File: src/rtl/sram_test_pkg.sv
// Shared types and helpers for the SRAM write/read-back test sequencer.
// The pattern mixes the low two address bytes with the latched seed.
package sram_test_pkg;

    localparam int DEF_ADDR_W = 19;
    localparam int DEF_DATA_W = 8;

    typedef enum logic [2:0] {
        IDLE    = 3'd0,
        WR_REQ  = 3'd1,
        WR_WAIT = 3'd2,
        RD_REQ  = 3'd3,
        RD_WAIT = 3'd4,
        GAP     = 3'd5,
        DONE    = 3'd6
    } state_t;

    function automatic logic [7:0] pat(input logic [15:0] a, input logic [7:0] seed);
        return a[7:0] ^ a[15:8] ^ seed;
    endfunction

endpackage

File: src/rtl/sram_test_checker.sv
// Read-back comparator: counts mismatches (saturating) and remembers the
// address of the first one. Cleared at the start of every run.
module sram_test_checker
    import sram_test_pkg::*;
#(
    parameter int ADDR_W = DEF_ADDR_W,
    parameter int DATA_W = DEF_DATA_W
) (
    input  logic              clk,
    input  logic              reset,
    input  logic              clear,
    input  logic              check,
    input  logic [DATA_W-1:0] actual,
    input  logic [DATA_W-1:0] expected,
    input  logic [ADDR_W-1:0] addr,
    output logic [15:0]       err_count,
    output logic [ADDR_W-1:0] first_err_addr,
    output logic              first_err_valid
);

    always_ff @(posedge clk) begin
        if (reset || clear) begin
            err_count       <= '0;
            first_err_addr  <= '0;
            first_err_valid <= 1'b0;
        end else if (check && (actual != expected)) begin
            if (err_count != 16'hFFFF) begin
                err_count <= err_count + 16'd1;
            end
            if (!first_err_valid) begin
                first_err_addr  <= addr;
                first_err_valid <= 1'b1;
            end
        end
    end

endmodule

File: src/rtl/sram_test_sequencer.sv
// Drives the SRAM controller request port: writes a seeded pattern over
// 0..LAST_ADDR, reads it back, and reports errors and timeouts.
//
// state   | meaning
// IDLE    | no run since reset; waiting for go
// WR_REQ  | waiting for busy low, then pulses a write request
// WR_WAIT | waiting for writing_finished_signal (timed)
// RD_REQ  | waiting for busy low, then pulses a read request
// RD_WAIT | waiting for data_ready_signal (timed), compares read data
// GAP     | one idle cycle between operations; advances the address
// DONE    | run complete; results held until go or reset
module sram_test_sequencer
    import sram_test_pkg::*;
#(
    parameter int                ADDR_W    = DEF_ADDR_W,
    parameter int                DATA_W    = DEF_DATA_W,
    parameter logic [ADDR_W-1:0] LAST_ADDR = {ADDR_W{1'b1}},
    parameter int                TIMEOUT   = 63
) (
    input  logic              clk,
    input  logic              reset,
    input  logic              go,
    input  logic [DATA_W-1:0] seed,
    output logic              start_operation,
    output logic              rw,
    output logic [ADDR_W-1:0] address,
    output logic [DATA_W-1:0] data_f2s,
    input  logic [DATA_W-1:0] data_s2f,
    input  logic              data_ready_signal,
    input  logic              writing_finished_signal,
    input  logic              busy_signal,
    output logic              active,
    output logic              done,
    output logic              pass,
    output logic [15:0]       err_count,
    output logic [ADDR_W-1:0] first_err_addr,
    output logic              first_err_valid,
    output logic              timeout_err
);

    localparam int              TO_W    = $clog2(TIMEOUT + 1);
    localparam logic [TO_W-1:0] TO_LAST = TO_W'(TIMEOUT - 1);

    state_t            state, state_nxt;
    logic [ADDR_W-1:0] addr_cnt;
    logic [ADDR_W-1:0] addr_hold;
    logic [DATA_W-1:0] data_hold;
    logic [DATA_W-1:0] seed_q;
    logic [TO_W-1:0]   to_cnt;
    logic              rd_phase;
    logic              start_run;
    logic              issue;
    logic              to_expire;
    logic              req_st;
    logic              wait_st;
    logic              check;
    logic [15:0]       addr_lo;
    logic [DATA_W-1:0] pat_cur;

    always_ff @(posedge clk) begin
        if (reset) begin
            state <= IDLE;
        end else begin
            state <= state_nxt;
        end
    end

    always_comb begin
        state_nxt = state;
        start_run = 1'b0;
        issue     = 1'b0;
        to_expire = 1'b0;
        case (state)
            IDLE, DONE: begin
                if (go) begin
                    start_run = 1'b1;
                    state_nxt = WR_REQ;
                end
            end
            WR_REQ: begin
                if (!busy_signal) begin
                    issue     = 1'b1;
                    state_nxt = WR_WAIT;
                end
            end
            WR_WAIT: begin
                if (writing_finished_signal) begin
                    state_nxt = GAP;
                end else if (to_cnt == TO_LAST) begin
                    to_expire = 1'b1;
                    state_nxt = DONE;
                end
            end
            RD_REQ: begin
                if (!busy_signal) begin
                    issue     = 1'b1;
                    state_nxt = RD_WAIT;
                end
            end
            RD_WAIT: begin
                if (data_ready_signal) begin
                    state_nxt = GAP;
                end else if (to_cnt == TO_LAST) begin
                    to_expire = 1'b1;
                    state_nxt = DONE;
                end
            end
            GAP: begin
                if (addr_cnt == LAST_ADDR) begin
                    state_nxt = rd_phase ? DONE : RD_REQ;
                end else begin
                    state_nxt = rd_phase ? RD_REQ : WR_REQ;
                end
            end
            default: state_nxt = IDLE;
        endcase
    end

    always_comb begin
        req_st  = (state == WR_REQ) || (state == RD_REQ);
        wait_st = (state == WR_WAIT) || (state == RD_WAIT);
        addr_lo = 16'(addr_cnt);
        pat_cur = DATA_W'(pat(addr_lo, 8'(seed_q)));
        check   = (state == RD_WAIT) && data_ready_signal;
    end

    always_ff @(posedge clk) begin
        if (reset) begin
            addr_cnt    <= '0;
            addr_hold   <= '0;
            data_hold   <= '0;
            seed_q      <= '0;
            to_cnt      <= '0;
            rd_phase    <= 1'b0;
            timeout_err <= 1'b0;
        end else begin
            addr_hold <= address;
            data_hold <= data_f2s;
            if (start_run) begin
                seed_q      <= seed;
                addr_cnt    <= '0;
                rd_phase    <= 1'b0;
                timeout_err <= 1'b0;
                to_cnt      <= '0;
            end else if (issue) begin
                to_cnt <= '0;
            end else if (wait_st) begin
                to_cnt <= to_cnt + 1'b1;
            end
            if (to_expire) begin
                timeout_err <= 1'b1;
            end
            // The address only moves in GAP; it stays on LAST_ADDR after the final read.
            if (state == GAP) begin
                if (addr_cnt == LAST_ADDR) begin
                    if (!rd_phase) begin
                        addr_cnt <= '0;
                        rd_phase <= 1'b1;
                    end
                end else begin
                    addr_cnt <= addr_cnt + 1'b1;
                end
            end
        end
    end

    // Request fields track the counter only in *_REQ and are frozen otherwise.
    always_comb begin
        start_operation = req_st && !busy_signal;
        rw              = (state == RD_REQ);
        address         = req_st ? addr_cnt : addr_hold;
        data_f2s        = req_st ? pat_cur : data_hold;
        active          = (state != IDLE) && (state != DONE);
        done            = (state == DONE);
        pass            = done && (err_count == 16'd0) && !timeout_err;
    end

    sram_test_checker #(
        .ADDR_W (ADDR_W),
        .DATA_W (DATA_W)
    ) u_checker (
        .clk             (clk),
        .reset           (reset),
        .clear           (start_run),
        .check           (check),
        .actual          (data_s2f),
        .expected        (pat_cur),
        .addr            (addr_cnt),
        .err_count       (err_count),
        .first_err_addr  (first_err_addr),
        .first_err_valid (first_err_valid)
    );

endmodule
File: config.mk
export PLATFORM = sky130hd
export DESIGN_NAME = sram_test_sequencer
export DESIGN_NICKNAME = d
export VERILOG_FILES = /design/src/rtl/sram_test_pkg.sv /design/src/rtl/sram_test_checker.sv /design/src/rtl/sram_test_sequencer.sv
export SDC_FILE = /design/constraint.sdc
export NUM_CORES = 1
export LEC_CHECK = 0
export BUFFER_PORTS_ARGS = -buffer_cell sky130_fd_sc_hd__clkbuf_2
export CAP_MARGIN = 20
export CORE_MARGIN = 3
export CORE_UTILIZATION = 50
export DETAILED_ROUTE_END_ITERATION = 10
export GPL_ROUTABILITY_DRIVEN = 0
export PLACE_DENSITY = 0.79
export SETUP_SLACK_MARGIN = 0.4
export SYNTH_ARGS = -nofsm -noshare
export SYNTH_HDL_FRONTEND = slang
export SYNTH_SLANG_ARGS = --single-unit
File: constraint.sdc
create_clock -name clk -period 2.22 [get_ports clk]
set_input_delay 0.444 -clock clk [delete_from_list [all_inputs] [get_ports clk]]
set_output_delay 0.444 -clock clk [all_outputs]
set_load 0.05 [all_outputs]
==> qor.csv, run 1 <==
stage;metric;value;unit
run_status;outcome;finished, violations left;
run_status;violations;negative setup slack;
finish;final_util;83.3;%
placement;numPortBuffers;90;
sta;period_share;104;%
clocking;cts_buffers;9;
critical_path;start_kind;flop;
power_and_ir_drop;p_leak;3.17;nW
clocking;clkSinkCount;101;
die;initial_core_util;52.4;%
grt;grt.total_usage;31.1;%
yosys;ys_warn_count;0;
critical_path;required;2.48;ns
yosys;synth_most_common_cell;dfxtp_1;
die;core_area;9420;um^2
critical_path;crit_fanout;5;
detailed_routing;drt-total-wl;21100;um
yosys;syn_area;4940;um^2
grt;grt_max_degree;22;
yosys;synth_cell_type_count;60;
sta;fin_ws;-0.0853;ns
sta;finalHoldViolCount;0;
clocking;cts_tree;built;
die;die_area;11100;um^2
sta;relSlewSlack;59.7;%
die;rows;35;
yosys;synth_area_leader_cell;dfxtp_1;
yosys;ys_seq_elements;101;
grt;grt_pass1_vias;5362;
finish;diodes;0;
finish;multiInputGateArea;3420;um^2
sta;setup_viol;6;
clocking;h-tree-depth;3;
detailed_routing;firstDrtPassIters;6;
grt;grt_pass1_wl;27700;um
yosys;netlist.area_leader.share;41.0;%
yosys;syn_area_per_cell;8.69;um^2
sta;finalSetupTns;-0.270;ns
placement;hpwl;9980;um
sta;rsz0062_at_grt;yes;
yosys;yosys-top-cells-area;dfxtp_1 (41%), nor2_1 (5.3%), nand2_1 (4.8%);
clocking;clk_latency;0.39;ns
yosys;yosysSeqAreaShare;41.0;%
finish;nNetsFinal;770;
job;timing.max_cap.violations;0;
hold_path;hold_path_class;in2reg;
power_and_ir_drop;ir_drop;0.000333;V
die;die_height;105;um
power_and_ir_drop;power_density;483;nW/um^2
yosys;syn_inst;568;
detailed_routing;drt_iter0_markers;716;
sta;final.min_clock_period;2.31;ns
yosys;syn_nets;595;
placement;place_ws;0.0434;ns
die;top_level_ports;91;
finish;syn_to_final_growth;58.9;%
sta;fin_hold_ws;0.273;ns
detailed_routing;drc;0;
clocking;hold_buffers;0;
sta;slew_viol_final;0;
clocking;clock-root-buffer;clkbuf_8;
critical_path;cp-end-kind;flop;
detailed_routing;vias_per_cell;6.44;
sta;tightest_slew;0.605;ns
finish;drive_gt1_share;49.1;%
detailed_routing;antenna_left;0;
critical_path;crit_arrival;2.56;ns
yosys;synthTopCellsByCount;dfxtp_1 (101), nor2_1 (70), nand2_1 (63), nor2b_1 (29), o21ai_0 (29);
clocking;path_clk_slew;0.11;ns
detailed_routing;vias;5648;
clocking;clockBufferDepth;2;
sta;clock_skew;0.0185;ns
grt;antenna_found_initial;0;
detailed_routing;wire_per_inst;24.1;um
finish;regArea;2070;um^2
yosys;synth_edf_count;0;
critical_path;crit_type;reg2reg;
sta;fmax;434;MHz
die;die_x;105;um
yosys;synth-main-ff-cell;dfxtp_1;
grt;globalRouteOverflowTotal;0;
yosys;async_reset_ff_share;0;%
finish;fillerInstances;450;
## final cells by class
class                   count  area share (%)
inverters                  10           0.574
multi-input cells         423            43.6
clock buffers              10            1.63
well taps                 129            2.06
clock inverters             6           0.686
repair buffers            198            25.1
flip-flops and latches    101            26.4
## report_power, final
group	switching [mW]	leakage [nW]	internal, mW	total [mW]
Sequential	0.0230	0.830	1.83	1.85
Clock	0.735	0.0894	0.429	1.16
Combinational	0.412	2.25	0.363	0.775
Total	1.17	3.17	2.62	3.79
## state kept, by name (all words and copies together), names as in the netlist
name and flops:
addr_cnt 19, addr_hold 19, u_checker.first_err_addr 19, u_checker.err_count 16
data_hold 8, seed_q 8, to_cnt 6, state 3
rd_phase 1, timeout_err 1, u_checker.first_err_valid 1
## critical path, stage by stage (launching register included)
cell and delay [ns]:
dfxtp_2 0.35, xnor3_2 0.49, xnor2_2 0.21, or4_4 0.59, o21ai_4 0.28, buf_4 0.17
o41ai_1 0.08
## through the flow
step / power [mW] / instance area, um^2 / std cells
finish: 3.79 / 7850 / 877
global route: 3.86 / 7850 / 877
CTS: 3.61 / 7160 / 844
detailed placement: 2.35 / 6060 / 788
global placement: 2.34 / 6060 / 788
floorplan: 2.18 / 5150 / 568
## layout by cell type (no fill, tap or decap), types with 11 or more instances in the layout
| master | netlist | final |
|---|---|---|
| nor2b_1 | 29 | 28 |
| nand2_1 | 63 | 55 |
| nand3_1 | 19 | 16 |
| mux2_4 | 0 | 17 |
| buf_6 | 1 | 35 |
| clkbuf_2 | 2 | 58 |
| a21oi_1 | 27 | 21 |
| buf_12 | 0 | 17 |
| dfxtp_2 | 0 | 20 |
| dfxtp_1 | 101 | 75 |
| buf_8 | 0 | 17 |
| nor2_1 | 70 | 54 |
| mux2i_1 | 19 | 17 |
| o21ai_4 | 1 | 11 |
| o21ai_1 | 7 | 13 |
| buf_4 | 2 | 62 |
## layer usage
layer / track usage, % / vias to the layer above / routed length, um
met5: 0 / - / 0
met4: 15.4 / 0 / 1510
met3: 6.98 / 146 / 2230
met2: 51.8 / 501 / 9880
met1: 37.6 / 2654 / 7480
li1: - / 2347 / -
## final timing paths
check	cells past startpoint	end	from	slack [ns]
hold / removal	3	seed_q[2]$_SDFFE_PP0P_	seed[2]	0.27
setup / recovery	6	u_checker.err_count[14]$_SDFFE_PP0P_	addr_cnt[4]$_SDFF_PP0_	-0.09
hold reg to reg	2	seed_q[2]$_SDFFE_PP0P_	seed_q[2]$_SDFFE_PP0P_	0.47
setup reg to reg	6	u_checker.err_count[14]$_SDFFE_PP0P_	addr_cnt[4]$_SDFF_PP0_	-0.09
## cells by family after synthesis
family          Yosys count  share of synthesized area [%]
compound gates          106                           13.5
xor+xnor                 26                           7.25
fa+ha+maj                 5                           1.27
buf+inv                  46                           4.16
flops                   101                           41.0
mux                      36                           7.73
simple gates            248                           25.2
## timing repair
action,CTS,global route
pin swaps,22,51
cloned,6,1
resized for setup,131,124
hold endpoints to repair,0,0
buffers inserted,34,32
setup endpoints to repair,88,91
Power figures use the tool's default switching activity.
==> run 2: changes to the inputs <==
==> constraint.sdc (replaced) <==
create_clock -name clk -period 2.22 [get_ports clk]
set_input_delay 0.444 -clock clk [delete_from_list [all_inputs] [get_ports clk]]
set_output_delay 0.444 -clock clk [all_outputs]
set_load 0.1 [all_outputs]
==> qor.csv, run 2 (synthesized netlist as in run 1, its figures left out) <==
stage;metric;value;unit
sta;fmax;434;MHz
clocking;h-tree-depth;3;
grt;antenna_found_initial;0;
grt;grt_pass1_wl;28400;um
placement;hpwl;10300;um
sta;slew_viol_final;0;
power_and_ir_drop;p_leak;3.08;nW
die;rows;35;
sta;rsz0062_at_grt;yes;
sta;clock_skew;0.0164;ns
hold_path;whs_path_depth;3;
finish;layout_common_cells;nor2_1 (59), dfxtp_1 (59), clkbuf_2 (58), buf_4 (58), nand2_1 (57);
finish;reg_top3;addr_cnt x19, addr_hold x19, u_checker.first_err_addr x19;
clocking;cts_buffers;9;
critical_path;crit_type;reg2reg;
finish;multiInputGateArea;3450;um^2
die;die_x;105;um
finish;fillerInstances;414;
grt;globalRouteOverflowTotal;0;
clocking;clk_latency;0.41;ns
finish;diodes;0;
hold_path;hold_path_class;in2reg;
detailed_routing;wire_per_inst;24.9;um
grt;grt_max_degree;29;
detailed_routing;firstDrtPassIters;6;
finish;nNetsFinal;752;
detailed_routing;drc;0;
clocking;path_clk_slew;0.12;ns
placement;place_area;6510;um^2
detailed_routing;vias_per_cell;6.71;
clocking;cts_tree;built;
die;top_level_ports;91;
clocking;hold_buffers;0;
clocking;clockBufferDepth;2;
run_status;outcome;finished, violations left;
sta;finalHoldViolCount;0;
sta;relSlewSlack;62.5;%
sta;setup_viol;8;
clocking;clkSinkCount;101;
die;die_height;105;um
detailed_routing;vias;5763;
clocking;clock-root-buffer;clkbuf_8;
job;timing.max_cap.violations;0;
hold_path;min_to;seed_q[3]$_SDFFE_PP0P_;
die;initial_core_util;52.4;%
detailed_routing;drt-total-wl;21400;um
placement;numPortBuffers;90;
detailed_routing;drt_iter0_markers;887;
hold_path;min_from;seed[3];
sta;final.min_clock_period;2.30;ns
grt;grt_pass1_vias;5281;
critical_path;start_kind;flop;
finish;fin_area;7810;um^2
detailed_routing;antenna_left;0;
run_status;violations;negative setup slack;
sta;fin_hold_ws;0.252;ns
critical_path;crit_arrival;2.59;ns
die;core_area;9420;um^2
power_and_ir_drop;power_density;490;nW/um^2
critical_path;reg2regPathDepth;7;
critical_path;cp-end-kind;flop;
finish;regArea;2120;um^2
critical_path;r2r-start;addr_cnt[4]$_SDFF_PP0_;
power_and_ir_drop;ir_drop;0.000328;V
sta;period_share;104;%
die;die_area;11100;um^2
critical_path;r2r_setup_slack;-0.08;ns
sta;fin_ws;-0.0825;ns
finish;syn_to_final_growth;58.2;%
grt;grt.total_usage;32.1;%
critical_path;crit_fanout;6;
sta;tightest_slew;0.561;ns
finish;drive_gt1_share;49.9;%
critical_path;required;2.51;ns
critical_path;r2r-end;u_checker.err_count[3]$_SDFFE_PP0P_;
==> run 2: cell count changes in the layout (fill, tap and decap cells not counted), sizes merged <==
cell      delta
buf         -16
clkinv       +1
clkinvlp     -1
clkbuf       -2
==> run 2: routing by layer <==
metal / global-route usage, % / wire length [um]
met4: 13.1 / 1370
met2: 52.1 / 9840
met1: 41.3 / 7740
met5: 0 / 0
met3: 7.23 / 2460
==> run 2: timing repair <==
action | in CTS | in global routing
gates resized for setup | 91 | 77
pin swaps | 44 | 35
setup endpoints to repair | 89 | 95
setup buffers | 28 | 18
cloned | 6 | 3
==> run 2: layout make-up <==
cell class                 count  area share [%]
clock buffer                  10            1.76
clock inverter                 6           0.705
inverter                      10           0.673
multi-input combinational    423            44.1
sequential                   101            27.2
tap                          129            2.07
timing repair buffer         180            23.5
==> run 2: how the worst max path moves through the flow <==
stage                                 from                              endpoint  slack [ns]  cells after the start
floorplan            state[0]$_SDFFE_PP0P_                                  pass       -0.26                      5
global placement    addr_cnt[7]$_SDFF_PP0_   u_checker.err_count[6]$_SDFFE_PP0P_        0.09                      6
detailed placement  addr_cnt[7]$_SDFF_PP0_   u_checker.err_count[6]$_SDFFE_PP0P_        0.01                      6
CTS                 seed_q[0]$_SDFFE_PP0P_   u_checker.err_count[8]$_SDFFE_PP0P_        0.12                      6
global route        addr_cnt[4]$_SDFF_PP0_  u_checker.err_count[10]$_SDFFE_PP0P_       -0.09                      7
finish              addr_cnt[4]$_SDFF_PP0_   u_checker.err_count[3]$_SDFFE_PP0P_       -0.08                      7
==> run 2: critical path, cell delays in order (launching register included) <==
cell and delay [ns]:
dfxtp_4 0.39, xnor3_2 0.50, xnor2_4 0.17, or4_4 0.57, buf_6 0.15, nor2_4 0.16, or4_1 0.17, o21ai_1 0.08
==> run 2: stage by stage <==
| step | setup slack, ns | power [mW] | std cells | TNS [ns] | util (%) |
|---|---|---|---|---|---|
| after floorplan | -0.256 | 2.26 | 568 | -0.256 | - |
| after global placement | 0.0899 | 2.40 | 788 | 0 | 69.2 |
| after detailed placement | 0.0149 | 2.41 | 788 | 0 | 69.2 |
| after CTS | 0.124 | 3.66 | 838 | 0 | 77.3 |
| after global routing | -0.0933 | 3.91 | 859 | -0.672 | 83.0 |
| final | -0.0825 | 3.83 | 859 | -0.273 | 83.0 |
==> run 2: where the power goes <==
group	switching [mW]	total [mW]	internal, mW
clock	0.773	1.24	0.462
combinational	0.447	0.756	0.309
sequential	0.0259	1.84	1.81
total	1.25	3.83	2.59
==> run 3: changes to the inputs <==
- RECOVER_POWER: not set -> 25
==> qor.csv, run 3 (synthesized netlist as in run 1, its figures left out) <==
stage;metric;value;unit
run_status;outcome;finished, violations left;
run_status;violations;negative setup slack;
finish;fin_area;7780;um^2
power_and_ir_drop;ir_drop;0.000327;V
detailed_routing;antenna_left;0;
job;timing.max_cap.violations;0;
clocking;h-tree-depth;3;
sta;period_share;103;%
power_and_ir_drop;clock_power_share;32.2;%
power_and_ir_drop;p_seq_share;48.2;%
finish;reg_top3;addr_cnt x19, addr_hold x19, u_checker.first_err_addr x19;
critical_path;required;2.51;ns
finish;nNetsFinal;752;
finish;syn_to_final_growth;57.6;%
die;core_area;9420;um^2
detailed_routing;vias_per_cell;6.70;
power_and_ir_drop;p_leak;3.07;nW
grt;grt_pass1_vias;5281;
detailed_routing;wire_per_inst;24.9;um
critical_path;r2r_setup_slack;-0.07;ns
grt;globalRouteOverflowTotal;0;
clocking;cts_tree;built;
critical_path;crit_end;u_checker.err_count[3]$_SDFFE_PP0P_;
critical_path;crit_arrival;2.58;ns
sta;tightest_slew;0.552;ns
grt;grt.total_usage;32.1;%
clocking;clockBufferDepth;2;
clocking;clkSinkCount;101;
critical_path;r2r-end;u_checker.err_count[3]$_SDFFE_PP0P_;
detailed_routing;firstDrtPassIters;7;
die;initial_core_util;52.4;%
sta;setup_viol;9;
die;die_height;105;um
clocking;path_clk_slew;0.13;ns
critical_path;crit_type;reg2reg;
grt;grt_max_degree;29;
sta;rsz0062_at_grt;yes;
die;top_level_ports;91;
finish;diodes;0;
sta;fin_ws;-0.0745;ns
critical_path;setup.worst_path.start;addr_cnt[7]$_SDFF_PP0_;
finish;drive_gt1_share;48.6;%
critical_path;crit_fanout;6;
placement;placedCellCount;788;
detailed_routing;drt_iter0_markers;887;
sta;finalHoldViolCount;0;
finish;final_util;82.7;%
power_and_ir_drop;p_int;2.58;mW
sta;clock_skew;0.0202;ns
critical_path;start_kind;flop;
power_and_ir_drop;switching_share;32.5;%
clocking;clock-root-buffer;clkbuf_8;
placement;hpwl;10300;um
clocking;clk_latency;0.41;ns
detailed_routing;drt-total-wl;21400;um
grt;antenna_found_initial;0;
clocking;cts_buffers;9;
die;rows;35;
sta;slew_viol_final;0;
placement;place_area;6510;um^2
finish;instances_no_fill;859;
hold_path;hold_path_class;in2reg;
critical_path;reg2regPathDepth;7;
grt;grt_pass1_wl;28400;um
critical_path;cp-end-kind;flop;
detailed_routing;drc;0;
finish;layout_common_cells;nor2_1 (59), dfxtp_1 (59), clkbuf_2 (58), buf_4 (58), nand2_1 (57);
clocking;hold_buffers;0;
power_and_ir_drop;p_comb_share;19.6;%
detailed_routing;vias;5757;
power_and_ir_drop;power_density;491;nW/um^2
die;die_area;11100;um^2
power_and_ir_drop;p_switching;1.24;mW
critical_path;r2r-start;addr_cnt[7]$_SDFF_PP0_;
placement;numPortBuffers;90;
sta;relSlewSlack;63.1;%
sta;final.min_clock_period;2.29;ns
die;die_x;105;um
sta;fmax;436;MHz
[run 3: cell type report]
type	instances	area [um^2]
Inverter	10	52.6
Clock buffer	10	138
Sequential cell	101	2120
Timing Repair Buffer	180	1830
Clock inverter	6	55.1
Tap cell	129	161
Fill cell	422	1630
Multi-Input combinational cell	423	3430
[run 3: worst min-delay path by stage]
stage                                                            to  slack, ns                                      start  depth (start not counted)
after floorplan                              seed_q[0]$_SDFFE_PP0P_       0.44                     seed_q[0]$_SDFFE_PP0P_                          2
after global placement                       seed_q[1]$_SDFFE_PP0P_       0.44                     seed_q[1]$_SDFFE_PP0P_                          2
after detailed placement  u_checker.first_err_addr[16]$_SDFFE_PP0P_       0.45  u_checker.first_err_addr[16]$_SDFFE_PP0P_                          2
after CTS                                    seed_q[6]$_SDFFE_PP0P_       0.27                                    seed[6]                          3
after global routing                         seed_q[6]$_SDFFE_PP0P_       0.28                                    seed[6]                          3
final                                        seed_q[3]$_SDFFE_PP0P_       0.25                                    seed[3]                          3
[run 3: per-layer routing]
layer / up-vias / wire, um / track usage (%) / part of all wire (%)
met5: - / 0 / 0 / 0
met1: 2717 / 7890 / 41.3 / 37
met3: 158 / 2340 / 7.23 / 11
li1: 2314 / - / - / -
met2: 568 / 9910 / 52.1 / 46
met4: 0 / 1270 / 13.1 / 5.9
[run 3: power groups by stage]
stage	logic, mW	clock network [mW]	registers (mW)
6_report	0.749	1.23	1.84
5_1_grt	0.769	1.29	1.84
4_1_cts	0.649	1.17	1.84
3_5_place_dp	0.538	0	1.88
3_3_place_gp	0.525	0	1.88
2_1_floorplan	0.390	0	1.87
[run 3: what timing repair did]
action,in CTS,in global routing
endpoints found under the setup margin,89,95
cloned,6,3
pin swaps,44,35
buffers inserted,28,18
resized for setup,91,77
[run 3: per-stage QoR]
step / setup WS, ns / hold slack, ns / power, mW / setup TNS (ns)
finish: -0.0745 / 0.248 / 3.82 / -0.306
global placement: 0.0899 / 0.443 / 2.40 / 0
detailed placement: 0.0149 / 0.446 / 2.41 / 0
floorplan: -0.256 / 0.437 / 2.26 / -0.256
global route: -0.0933 / 0.277 / 3.90 / -0.787
CTS: 0.124 / 0.269 / 3.66 / 0
[run 3: critical path, cell delays in order, from the launching register on]
cell and delay (ns):
dfxtp_2 0.37, xnor3_2 0.47, xnor2_2 0.18, or4_4 0.60, buf_6 0.15, nor2_4 0.17, or4_1 0.17, o21ai_1 0.07
